## src/rtl/dfg_pkg.sv

```systemverilog
// Shared types and the double-Feynman gate function used by the arbiter and its datapath.
package dfg_pkg;

  typedef logic [2:0] dfg_vec_t;

  typedef enum logic [1:0] {
    IDLE  = 2'd0,
    EVAL  = 2'd1,
    CHECK = 2'd2,
    RESP  = 2'd3
  } dfg_state_e;

  // {a,b,c} -> {a, a^b, a^c}; applying it twice returns the original vector.
  function automatic dfg_vec_t dfg_eval(input dfg_vec_t v);
    return {v[2], v[2] ^ v[1], v[2] ^ v[0]};
  endfunction

endpackage

```

## src/rtl/dfg_share_arbiter_if.sv

```systemverilog
// Requester and response handshake bundle of the shared double-Feynman gate unit.
interface dfg_share_arbiter_if
  import dfg_pkg::*;
#(
  parameter int NREQ = 4,
  parameter int IDW  = $clog2(NREQ)
);

  logic [NREQ-1:0]   req_valid;
  logic [3*NREQ-1:0] req_abc;
  logic [NREQ-1:0]   req_ready;
  logic              rsp_valid;
  logic              rsp_ready;
  dfg_vec_t          rsp_pqr;
  logic [IDW-1:0]    rsp_id;
  logic              rsp_err;

  // Clients and the consumer sit on the master side; the arbiter is the slave.
  modport master (
    output req_valid, req_abc, rsp_ready,
    input  req_ready, rsp_valid, rsp_pqr, rsp_id, rsp_err
  );

  modport slave (
    input  req_valid, req_abc, rsp_ready,
    output req_ready, rsp_valid, rsp_pqr, rsp_id, rsp_err
  );

endinterface

```

## src/rtl/dfg_core.sv

```systemverilog
// Combinational double-Feynman gate; one instance serves both the forward and inverse pass.
module dfg_core
  import dfg_pkg::*;
(
  input  dfg_vec_t din,
  output dfg_vec_t dout
);

  assign dout = dfg_eval(din);

endmodule

```

## src/rtl/dfg_share_arbiter.sv

```systemverilog
// Round-robin sharing of one double-Feynman gate among NREQ requesters, with an
// inverse self-check pass and saturating op/error counters.
module dfg_share_arbiter
  import dfg_pkg::*;
#(
  parameter int NREQ = 4,
  parameter int IDW  = $clog2(NREQ),
  parameter int CW   = 8
) (
  input  logic                clk,
  input  logic                rst_n,
  dfg_share_arbiter_if.slave  bus,
  input  logic                fault_inj,
  output logic [CW-1:0]       op_count,
  output logic [CW-1:0]       err_count
);

  localparam logic [CW-1:0]  CNT_MAX = '1;
  localparam logic [IDW-1:0] LAST_ID = IDW'(NREQ - 1);

  dfg_state_e      state;
  logic [IDW-1:0]  rr_ptr;
  logic [IDW-1:0]  id_reg;
  logic [IDW-1:0]  winner;
  logic [IDW-1:0]  cand;
  logic            found;
  logic            rsp_valid_q;
  logic            err_reg;
  logic [NREQ-1:0] grant;
  int              scan_sum;
  dfg_vec_t        abc_reg;
  dfg_vec_t        pqr_reg;
  dfg_vec_t        sel_abc;
  dfg_vec_t        core_in;
  dfg_vec_t        core_out;
  dfg_vec_t        chk;

  // Scan requesters starting at the round-robin pointer; grant only while IDLE.
  always_comb begin
    // NOTE: every variable gets a default before any conditional write so no latch is inferred.
    grant    = '0;
    winner   = '0;
    found    = 1'b0;
    cand     = '0;
    scan_sum = 0;
    if (state == IDLE) begin
      for (int k = 0; k < NREQ; k++) begin
        scan_sum = int'(rr_ptr) + k;
        if (scan_sum >= NREQ) scan_sum = scan_sum - NREQ;
        cand = IDW'(scan_sum);
        if (!found && bus.req_valid[cand]) begin
          found       = 1'b1;
          winner      = cand;
          grant[cand] = 1'b1;
        end
      end
    end
  end

  always_comb begin
    sel_abc = '0;
    for (int i = 0; i < NREQ; i++) begin
      if (grant[i]) sel_abc = bus.req_abc[3*i +: 3];
    end
  end

  // Forward pass evaluates the latched vector; inverse pass re-evaluates the result.
  assign core_in = (state == CHECK) ? pqr_reg : abc_reg;

  dfg_core u_core (
    .din  (core_in),
    .dout (core_out)
  );

  assign chk = core_out ^ {1'b0, fault_inj, 1'b0};

  assign bus.req_ready = grant;
  assign bus.rsp_valid = rsp_valid_q;
  assign bus.rsp_pqr   = pqr_reg;
  assign bus.rsp_id    = id_reg;
  assign bus.rsp_err   = err_reg;

  // NOTE: state uses non-blocking assignments so every register samples pre-edge values.
  always_ff @(posedge clk or negedge rst_n) begin
    if (!rst_n) begin
      // NOTE: datapath registers are reset too because they drive visible response outputs.
      state       <= IDLE;
      rr_ptr      <= '0;
      abc_reg     <= '0;
      id_reg      <= '0;
      pqr_reg     <= '0;
      err_reg     <= 1'b0;
      rsp_valid_q <= 1'b0;
      op_count    <= '0;
      err_count   <= '0;
    end else begin
      case (state)
        IDLE: begin
          if (found) begin
            abc_reg <= sel_abc;
            id_reg  <= winner;
            rr_ptr  <= (winner == LAST_ID) ? '0 : winner + 1'b1;
            state   <= EVAL;
          end
        end
        EVAL: begin
          pqr_reg <= core_out;
          state   <= CHECK;
        end
        CHECK: begin
          err_reg     <= (chk != abc_reg);
          rsp_valid_q <= 1'b1;
          state       <= RESP;
        end
        RESP: begin
          if (bus.rsp_ready) begin
            rsp_valid_q <= 1'b0;
            state       <= IDLE;
            if (op_count != CNT_MAX) op_count <= op_count + 1'b1;
            if (err_reg && err_count != CNT_MAX) err_count <= err_count + 1'b1;
          end
        end
        default: state <= IDLE;
      endcase
    end
  end

endmodule

```

## src/flat_wrapper.sv

```systemverilog
// flat-port wrapper written by rule: the top's interface ports become plain ports
module dfg_share_arbiter_flat import dfg_pkg::*;
#(
  parameter int NREQ = 4,
  parameter int IDW  = $clog2(NREQ),
  parameter int CW   = 8
)
  (clk, rst_n, fault_inj, op_count, err_count, bus_req_valid, bus_req_abc, bus_rsp_ready, bus_req_ready, bus_rsp_valid, bus_rsp_pqr, bus_rsp_id, bus_rsp_err);
  dfg_share_arbiter_if #(.NREQ(NREQ), .IDW(IDW)) bus_i ();
  input  logic clk;
  input  logic rst_n;
  input  logic fault_inj;
  output logic [CW-1:0] op_count;
  output logic [CW-1:0] err_count;
  input wire logic [$bits(bus_i.req_valid)-1:0] bus_req_valid;
  input wire logic [$bits(bus_i.req_abc)-1:0] bus_req_abc;
  input wire logic [$bits(bus_i.rsp_ready)-1:0] bus_rsp_ready;
  output wire logic [$bits(bus_i.req_ready)-1:0] bus_req_ready;
  output wire logic [$bits(bus_i.rsp_valid)-1:0] bus_rsp_valid;
  output wire logic [$bits(bus_i.rsp_pqr)-1:0] bus_rsp_pqr;
  output wire logic [$bits(bus_i.rsp_id)-1:0] bus_rsp_id;
  output wire logic [$bits(bus_i.rsp_err)-1:0] bus_rsp_err;
  assign bus_i.req_valid = bus_req_valid;
  assign bus_i.req_abc = bus_req_abc;
  assign bus_i.rsp_ready = bus_rsp_ready;
  assign bus_req_ready = bus_i.req_ready;
  assign bus_rsp_valid = bus_i.rsp_valid;
  assign bus_rsp_pqr = bus_i.rsp_pqr;
  assign bus_rsp_id = bus_i.rsp_id;
  assign bus_rsp_err = bus_i.rsp_err;
  dfg_share_arbiter #(.NREQ(NREQ), .IDW(IDW), .CW(CW)) u_core (.clk(clk), .rst_n(rst_n), .bus(bus_i), .fault_inj(fault_inj), .op_count(op_count), .err_count(err_count));
endmodule
```

## config.mk

```make
export PLATFORM = sky130hd
export DESIGN_NAME = dfg_share_arbiter_flat
export DESIGN_NICKNAME = d
export VERILOG_FILES = /design/src/rtl/dfg_pkg.sv /design/src/rtl/dfg_share_arbiter_if.sv /design/src/rtl/dfg_core.sv /design/src/rtl/dfg_share_arbiter.sv /design/src/flat_wrapper.sv
export SDC_FILE = /design/constraint.sdc
export NUM_CORES = 1
export LEC_CHECK = 0
export ABC_CLOCK_PERIOD_IN_PS = 5150
export CAP_MARGIN = 0
export CORE_ASPECT_RATIO = 1.1
export CORE_MARGIN = 3
export CORE_UTILIZATION = 51
export CTS_CLUSTER_SIZE = 8
export DETAILED_ROUTE_END_ITERATION = 6
export GPL_TIMING_DRIVEN = 1
export PLACE_DENSITY = 0.85
export SETUP_SLACK_MARGIN = 0.1
export SLEW_MARGIN = 5
export SYNTH_ARGS = -nofsm -noshare
export SYNTH_HDL_FRONTEND = slang
export SYNTH_SLANG_ARGS = --single-unit
```

## constraint.sdc

```tcl
create_clock -name clk -period 5.15 [get_ports clk]
set_input_delay 1.545 -clock clk [delete_from_list [all_inputs] [get_ports clk]]
set_output_delay 1.545 -clock clk [all_outputs]
set_load 0.01 [all_outputs]
```

* Yosys cells after proc, flatten, opt, wreduce, memory -nomap -nowiden *
Cells that the tools add are included.

word-level totals
  output and inout bits = 27
  register bits = 30
  bits of input ports = 20

cells by class
  order comparisons = 12
  eq/ne operators = 9
  reduce and logical (&&, ||, !) cells = 18
  bitwise logic cells = 6
  multiplexer cells = 56
  $add $sub $neg = 10

operators by type and width
  kind                 number
  $mux 2               16
  $mux 4               8
  $mux 1               17
  $add 8x1->8 const B  2
  $ne 8x8->1 const B   2
  $mux 3               5
  $lt 2x3->1 const B   4
  $or 4x4->4           3
  $ge 3x3->1 const B   3
  $bmux 1 s2           4
  $demux 1 s2          4
  $ge 2x1->1 const B   4
  $logic_and 1x1->1    8
  $pmux 2 s4           1
  $sub 2x1->2 const B  4
  $add 2x2->3 const B  2
  $eq 2x2->1 const B   3
  $reduce_and 2->1     3
  $reduce_and 3->1     2
  $add 2x1->3 const B  1
  $ge 2x3->1 const B   1
  $logic_not 1->1      3
  $ne 3x3->1           1
  $xor 3x2->3          1
  8 further kinds      9

* Logic depth before layout (Yosys ltp) *
Gate-level depths: netlist of run 1.

  depth after elaboration = 23
  depth in mapped cells = 10

* Modules after synthesis *
From an unflattened synthesis of run 1, not the netlist that was laid out.

unflattened totals
  cell total of the unflattened synthesis = 224
  area total of the unflattened synthesis = 2205.9 um^2

modules (own cells, without submodules)
  module             area an instance (um^2)  cells each  sequential area each (um^2)  times used
  dfg_share_arbiter  2180.8                   221         750.7                        1
  dfg_core           25.0                     3           0.0                          1

* Worst setup path before layout of run 1 *
OpenSTA, ideal clock, no wires.

  path type = in2out
  start = input port bus_req_valid[2]
  end = output port bus_req_ready[3]
  path slack = 0.556 ns
  data required time = 3.605 ns
  stages on the path = 6
  path buffers = 1
  data arrival time = 3.049 ns
  cell sequence = buf_2 > mux4_2 > or3b_1 > a21oi_1 > a221oi_1 > and2b_1

on the way
  longest elaborated chain between the ends = 16

ends and longest elaborated chain
  element                       line                     text
  start: declaration            flat_wrapper.sv:15       input wire logic [$bits(bus_i.req_valid)-1:0] bus_req_valid;
  $bmux 1 s2                    dfg_share_arbiter.sv:51  if (!found && bus.req_valid[cand]) begin
  $mux 1 (implied by the code)  dfg_share_arbiter.sv:51
  $mux 1                        dfg_share_arbiter.sv:51
  $mux 1                        dfg_share_arbiter.sv:46  if (state == IDLE) begin
  $logic_not 1->1               dfg_share_arbiter.sv:51
  $logic_and 1x1->1             dfg_share_arbiter.sv:51
  $mux 1                        dfg_share_arbiter.sv:51
  $mux 1                        dfg_share_arbiter.sv:46
  $logic_not 1->1               dfg_share_arbiter.sv:51
  $logic_and 1x1->1             dfg_share_arbiter.sv:51
  $mux 1                        dfg_share_arbiter.sv:51
  $mux 1                        dfg_share_arbiter.sv:46
  $logic_not 1->1               dfg_share_arbiter.sv:51
  $logic_and 1x1->1             dfg_share_arbiter.sv:51
  $mux 4 (*)                    dfg_share_arbiter.sv:51
  $mux 4 (*)                    dfg_share_arbiter.sv:46
  end: declaration              flat_wrapper.sv:18       output wire logic [$bits(bus_i.req_ready)-1:0] bus_req_ready;

Mark *: on every way between the ends. The rest lies on a longest branch, timed or not. The select of a mux whose other input is x is not followed.

* Worst setup path in the final report of run 1 *
  start = input port bus_req_valid[3]
  end = output port bus_req_ready[0]

Same word-level chain as after synthesis.

==> reports/metrics.yaml, run 1 <==
cap_viol_max_count: 0
numCtsBuffers: 5
slew_headroom_pct: 58.89
p_clk_share_pct: 12.7
clockBufferDepth: 2
outcome: "completed"
ctsHoldBuffers: 0
comb_power_share_pct: 63.9
max_clock_freq_mhz: 209.4
fin_ws_ns: 0.3751
drt_iter0_markers: 86
via_count: 2113
io-pin-count: 47
core_um2: 4054
grt.total_usage_pct: 23.56
gp_congestion: 0.8426
yosysWarnings: 0
htree_levels: 2
holdPathStages: 2
power.internal_mw: 1.022
required_ns: 3.61
core.rowCount: 24
n_antenna_cell: 0
power_density_nw_per_um2: 558.5
finalWirelength_mm: 5.686
pre_cts_slack_ns: -0.2852
grt_first_pass_wirelength_mm: 9.039
irDropWorstVdd_uv: 342.6
cts-root-buf: "clkbuf_8"
die_w_um: 68.60
overflow: 0
worst_pin_slew_ns: 0.6166
grt_pass1_vias: 2052
syn_to_final_growth_pct: 41.32
drv_slew: 0
hpwl_mm: 4.096
holdPathEnd: "u_core.bus.rsp_id[0]"
synth_area_um2: 2198
cts_tree: "done"
dieArea_um2: 5135
synthArstFlopShare_pct: 100.0
synth_top_cell_area_share_pct: 34.15
post-route-util_pct: 76.64
nets: 347
portBuffers: 46
r2r_cells: 10
grt_setup_unrepaired: "false"
hold_violations: 0
crit_fanout: 6
synth_most_common_cell: "dfrtp_1"
seq_power_share_pct: 23.5
synth_area_per_cell_um2: 9.395
synthFlopType: "dfrtp_1"
drive_gt1_share_pct: 21.97
syn_inst: 234
synth_area_leaders: "dfrtp_1 (34%), ha_1 (8.0%), xnor2_1 (5.2%)"
antenna_found_initial: 0
worstPathCellList: "dlymetal6s2s_1 -> buf_4 -> mux4_2 -> buf_6 -> nand2b_4 -> o221a_4 -> inv_1 -> clkdlybuf4s15_2"
synth_edf_count: 0
worstReg2RegStart: "u_core.rr_ptr[0]"
min_path_type: "flop to flop"
seq_area_frac_synth_pct: 34.15
synthTopCellsByCount: "dfrtp_1 (30), nand2_1 (23), ha_1 (14)"
drc: 0
synth-seq-cells: 30
dieHeight_um: 74.86
fin_crit_sh_pct: 92.72
worstPathArrival_ns: 3.23
regToRegEndpoint: "u_core.abc_reg[0]"
synth_nets: 268
skew_ns: 0.005213
start_util_pct: 54.23
p_leak_nw: 1.422
reg_top3: "u_core.err_count x8, u_core.op_count x8"
cp_slowest_cell: "mux4_2"
critPathCaptureType: "output pin"
grt_max_degree: 31
cts.sinks: 30
cp_num_buf_inv: 5
yosysUniqueCellTypes: 50
yosysTopAreaCell: "dfrtp_1"
avgViaCountPerCell: 5.773
switching_share_pct: 41.07
hold_path_startpoint: "u_core.bus.rsp_id[0]"
wire_per_inst_um: 15.54
worst_setup_path_start_kind: "input pin"
finalSetupViolCount: 0
path_class: "input pin to output pin"
critPathTopFamily: "buffers and inverters"
reg2reg_setup_slack_ns: 2.33
fin_crit_ns: 4.775
firstDrtPassIters: 4
clk_pin_slew_ns: 0.06
p_switching_mw: 0.7126
drtAntennaViolNets: 0
clkLatencyLatePin_ns: 0.28
max_stage_delay_ns: 0.56
## worst max-delay path by stage
stage,cells past startpoint,from,end
floorplan,6,bus_req_valid[2],bus_req_ready[3]
global placement,7,bus_req_valid[2],bus_req_ready[3]
detailed placement,7,bus_req_valid[2],bus_req_ready[3]
CTS,7,bus_req_valid[2],bus_req_ready[3]
global route,8,bus_req_valid[3],bus_req_ready[2]
finish,8,bus_req_valid[3],bus_req_ready[0]
## worst reg2reg max path: stages (launching register included)
cell and delay [ns]:
dfrtp_1 0.34, inv_1 0.14, ha_1 0.36, mux4_2 0.51, buf_4 0.17, nor2b_1 0.14
nor3_2 0.26, a311oi_4 0.07, buf_4 0.21, o21a_1 0.17, a221o_1 0.33
## power by group through the flow
stage	clock, mW	combinational (mW)	sequential, mW
global route	0.233	1.21	0.420
global placement	0	0.997	0.407
finish	0.220	1.11	0.407
floorplan	0	0.620	0.428
detailed placement	0	1.03	0.410
CTS	0.224	1.08	0.406
## layout make-up
class                      count  area, um^2
tap                           52       65.06
multi-input combinational    184        1398
clock buffer                   8       110.1
inverter                      10       37.54
fill                         290       947.2
sequential                    30       750.7
timing repair buffer          82       745.7
## layer usage
layer / wire length, um / up-vias / global-route usage [%] / part of all wire, %
met1: 2171 / 1018 / 25.47 / 38
li1: - / 1004 / - / -
met4: 164 / 0 / 11.26 / 2.9
met3: 280 / 17 / 4.925 / 4.9
met2: 3069 / 74 / 42.95 / 54
met5: 0 / - / 0 / 0
## cell usage in the layout, fill, tap and decap left out, types with 3 or more instances in the layout
master           count
o311ai_1             3
a21oi_1              7
dlymetal6s2s_1       4
a211oi_1             4
mux2i_1              6
o22ai_1              5
nand3_1              9
nor2b_1              5
o21ai_0             11
and2_1               5
clkdlybuf4s50_1     38
ha_1                14
nand4_1              5
clkbuf_8             8
xnor2_1             13
and3_1               4
mux4_2               3
inv_1               10
xor2_1               7
o21a_1               4
nor2_1              11
a221o_1              3
dfrtp_1             30
mux2_2               4
buf_6                5
buf_4               31
nand2_1             22
nand2b_1             5
## cells by family after synthesis
group,after synthesis,synth area share [%]
fa+ha+maj,14,7.968
buf+inv,20,4.098
mux,13,7.854
compound gates,54,17.64
flops,30,34.15
simple gates,83,20.32
xor+xnor,20,7.968
## through the flow
stage	TNS, ns	cell area (um^2)	hold WS, ns	instances	power (mW)
2_1_floorplan	0	2198	0.5133	234	1.048
3_5_place_dp	-0.9407	2859	0.4688	347	1.445
3_3_place_gp	-0.8546	2859	0.4681	347	1.404
5_1_grt	0	3107	0.5101	366	1.862
4_1_cts	0	3083	0.4892	365	1.713
6_report	0	3107	0.4826	366	1.735
## timing repair
item / CTS / global route
buffers inserted: 10 / 1
gates resized for setup: 24 / 9
pin swaps: 2 / 1
setup endpoints to repair: 4 / 4
hold endpoints to repair: 0 / 0
Note: power is estimated with default switching activity, not from simulation.
==> run 2, diff against run 1 <==
- CORE_UTILIZATION: 51 -> 56
- DONT_BUFFER_PORTS: unset -> 1
- PLACE_DENSITY: 0.85 -> 0.76
- TNS_END_PERCENT: unset -> 50
==> reports/metrics.yaml, run 2 (same netlist as run 1, synthesis figures left out) <==
cts-root-buf: "clkbuf_8"
r2r_cells: 8  # -2
post-route-util_pct: 62.25  # -14 points
core.rowCount: 23  # -4.2%
clkLatencyLatePin_ns: 0.28  # about the same
gp_congestion: 0.8975  # +6.5%
slew_headroom_pct: 58.18  # -0.72 points
postCtsSetupBuffers: 0  # -10
min_path_type: "flop to flop"
finalSetupViolCount: 0  # unchanged
grt_pass1_vias: 1662  # -19%
final_common_cell: "dfrtp_1"
critPathCaptureType: "output pin"
reg_top3: "u_core.err_count x8, u_core.op_count x8"
cts_tree: "done"
worst_pin_slew_ns: 0.6216  # +0.005008 ns
drive_gt1_share_pct: 9.442  # -13 points
power_density_nw_per_um2: 592.9  # +6.2%
grt.total_usage_pct: 20.30  # -3.3 points
core_um2: 3712  # -8.4%
dieArea_um2: 4715  # -8.2%
finalSetupTns_ns: 0  # unchanged
holdPathStages: 1  # -1
grt_max_degree: 31  # unchanged
skew_ns: 0.006892  # +0.001678 ns
crit_fanout: 12  # +6
grt_setup_unrepaired: "false"
stdcell_area_um2: 2311  # -26%
clk_pin_slew_ns: 0.06  # about the same
drc: 0  # unchanged
fin_crit_ns: 4.735  # -0.03990 ns
via_count: 1707  # -19%
p_leak_nw: 1.014  # -29%
finalWirelength_mm: 4.534  # -20%
cts.repair.resized: 0  # -100%
firstDrtPassIters: 4  # unchanged
hpwl_mm: 3.476  # -15%
fin_crit_sh_pct: 91.94  # -0.77 points
drt_iter0_markers: 88  # +2.3%
syn_to_final_growth_pct: 5.123
antenna_found_initial: 0  # unchanged
placed_cell_area_um2: 2216  # -22%
outcome: "completed"
clockBufferDepth: 2  # unchanged
grt_first_pass_wirelength_mm: 7.514  # -17%
htree_levels: 2  # unchanged
nets: 266  # -23%
hold_violations: 0  # unchanged
numCtsBuffers: 5  # unchanged
cap_viol_max_count: 0  # unchanged
dieHeight_um: 71.72  # -4.2%
required_ns: 3.61  # about the same
drtAntennaViolNets: 0  # unchanged
overflow: 0  # unchanged
fillers: 309  # +6.6%
ctsHoldBuffers: 0  # unchanged
start_util_pct: 59.22  # +5.0 points
cts.sinks: 30  # unchanged
avgViaCountPerCell: 6.032  # +4.5%
final_cell_mix: "dfrtp_1 (30), nand2_1 (23), ha_1 (14)"
wire_per_inst_um: 16.02  # +3.1%
drv_slew: 0  # unchanged
n_antenna_cell: 0  # unchanged
max_clock_freq_mhz: 211.2  # +0.84%
worstPathArrival_ns: 3.19  # -0.04 ns
irDropWorstVdd_uv: 301.7  # -12%
die_w_um: 65.74  # -4.2%
io-pin-count: 47  # unchanged
portBuffers: 0  # -100%
worst_setup_path_start_kind: "flop"
path_class: "flop to output pin"
-- run 2: changes by cell type in the layout (fill, tap and decap cells not counted), sizes merged --
cell / before / now
clkdlybuf4s50: 38 / 0
buf: 38 / 1
clkinv: 0 / 1
clkbuf: 9 / 6
dlymetal6s2s: 4 / 0
clkdlybuf4s15: 1 / 0
clkinvlp: 0 / 1
-- run 2: path summary, 6_finish.rpt --
kind / endpoint / from / slack (ns)
max reg2reg: u_core.abc_reg[1] / u_core.rr_ptr[1] / 1.91
min reg2reg: u_core.op_count[6] / u_core.op_count[6] / 0.56
min in group asynchronous: u_core.state[1] / rst_n / 0.96
max: bus_req_ready[3] / u_core.rr_ptr[1] / 0.42
max in group asynchronous: u_core.state[0] / rst_n / 4.11
min: u_core.op_count[6] / u_core.op_count[6] / 0.56
-- run 2: layout make-up --
cell class	count	area [um^2]	share of cell area [%]
flip-flops and latches	30	750.7	32.49
clock buffers	6	82.58	3.573
well taps	50	62.56	2.707
clock inverters	2	12.51	0.5414
repair buffers	1	7.507	0.3249
multi-input cells	184	1358	58.74
inverters	10	37.54	1.624
-- run 2: layer usage --
metal / up-vias / global-route usage [%] / part of all wire [%]
li1: 840 / - / -
met1: 823 / 24.48 / 43
met2: 40 / 35.30 / 52
met3: 4 / 4.702 / 4.2
met4: 0 / 6.682 / 0.73
met5: - / 0 / 0
-- run 2: metrics by stage --
step / power [mW] / std cells / worst slack, ns / hold slack (ns)
2_1_floorplan: 1.048 / 234 / 0.5564 / 0.5133
6_report: 1.370 / 283 / 0.4150 / 0.5590
5_1_grt: 1.492 / 283 / 0.1740 / 0.5855
3_3_place_gp: 1.165 / 275 / 0.6254 / 0.5381
4_1_cts: 1.379 / 283 / 0.4481 / 0.5617
3_5_place_dp: 1.180 / 275 / 0.6099 / 0.5431
-- run 2: critical path, cell delays in order (launching register included) --
cell,delay (ns)
dfrtp_1,0.60
inv_1,0.21
ha_1,0.52
mux4_2,0.60
or3b_1,0.37
a21oi_1,0.20
a221oi_1,0.07
and2b_1,0.33
-- run 2: where the power goes --
group	leakage [nW]	switching, mW	internal [mW]
Combinational	0.586	0.394	0.330
Clock	0.0472	0.0857	0.107
Sequential	0.381	0.133	0.320
Total	1.01	0.613	0.757
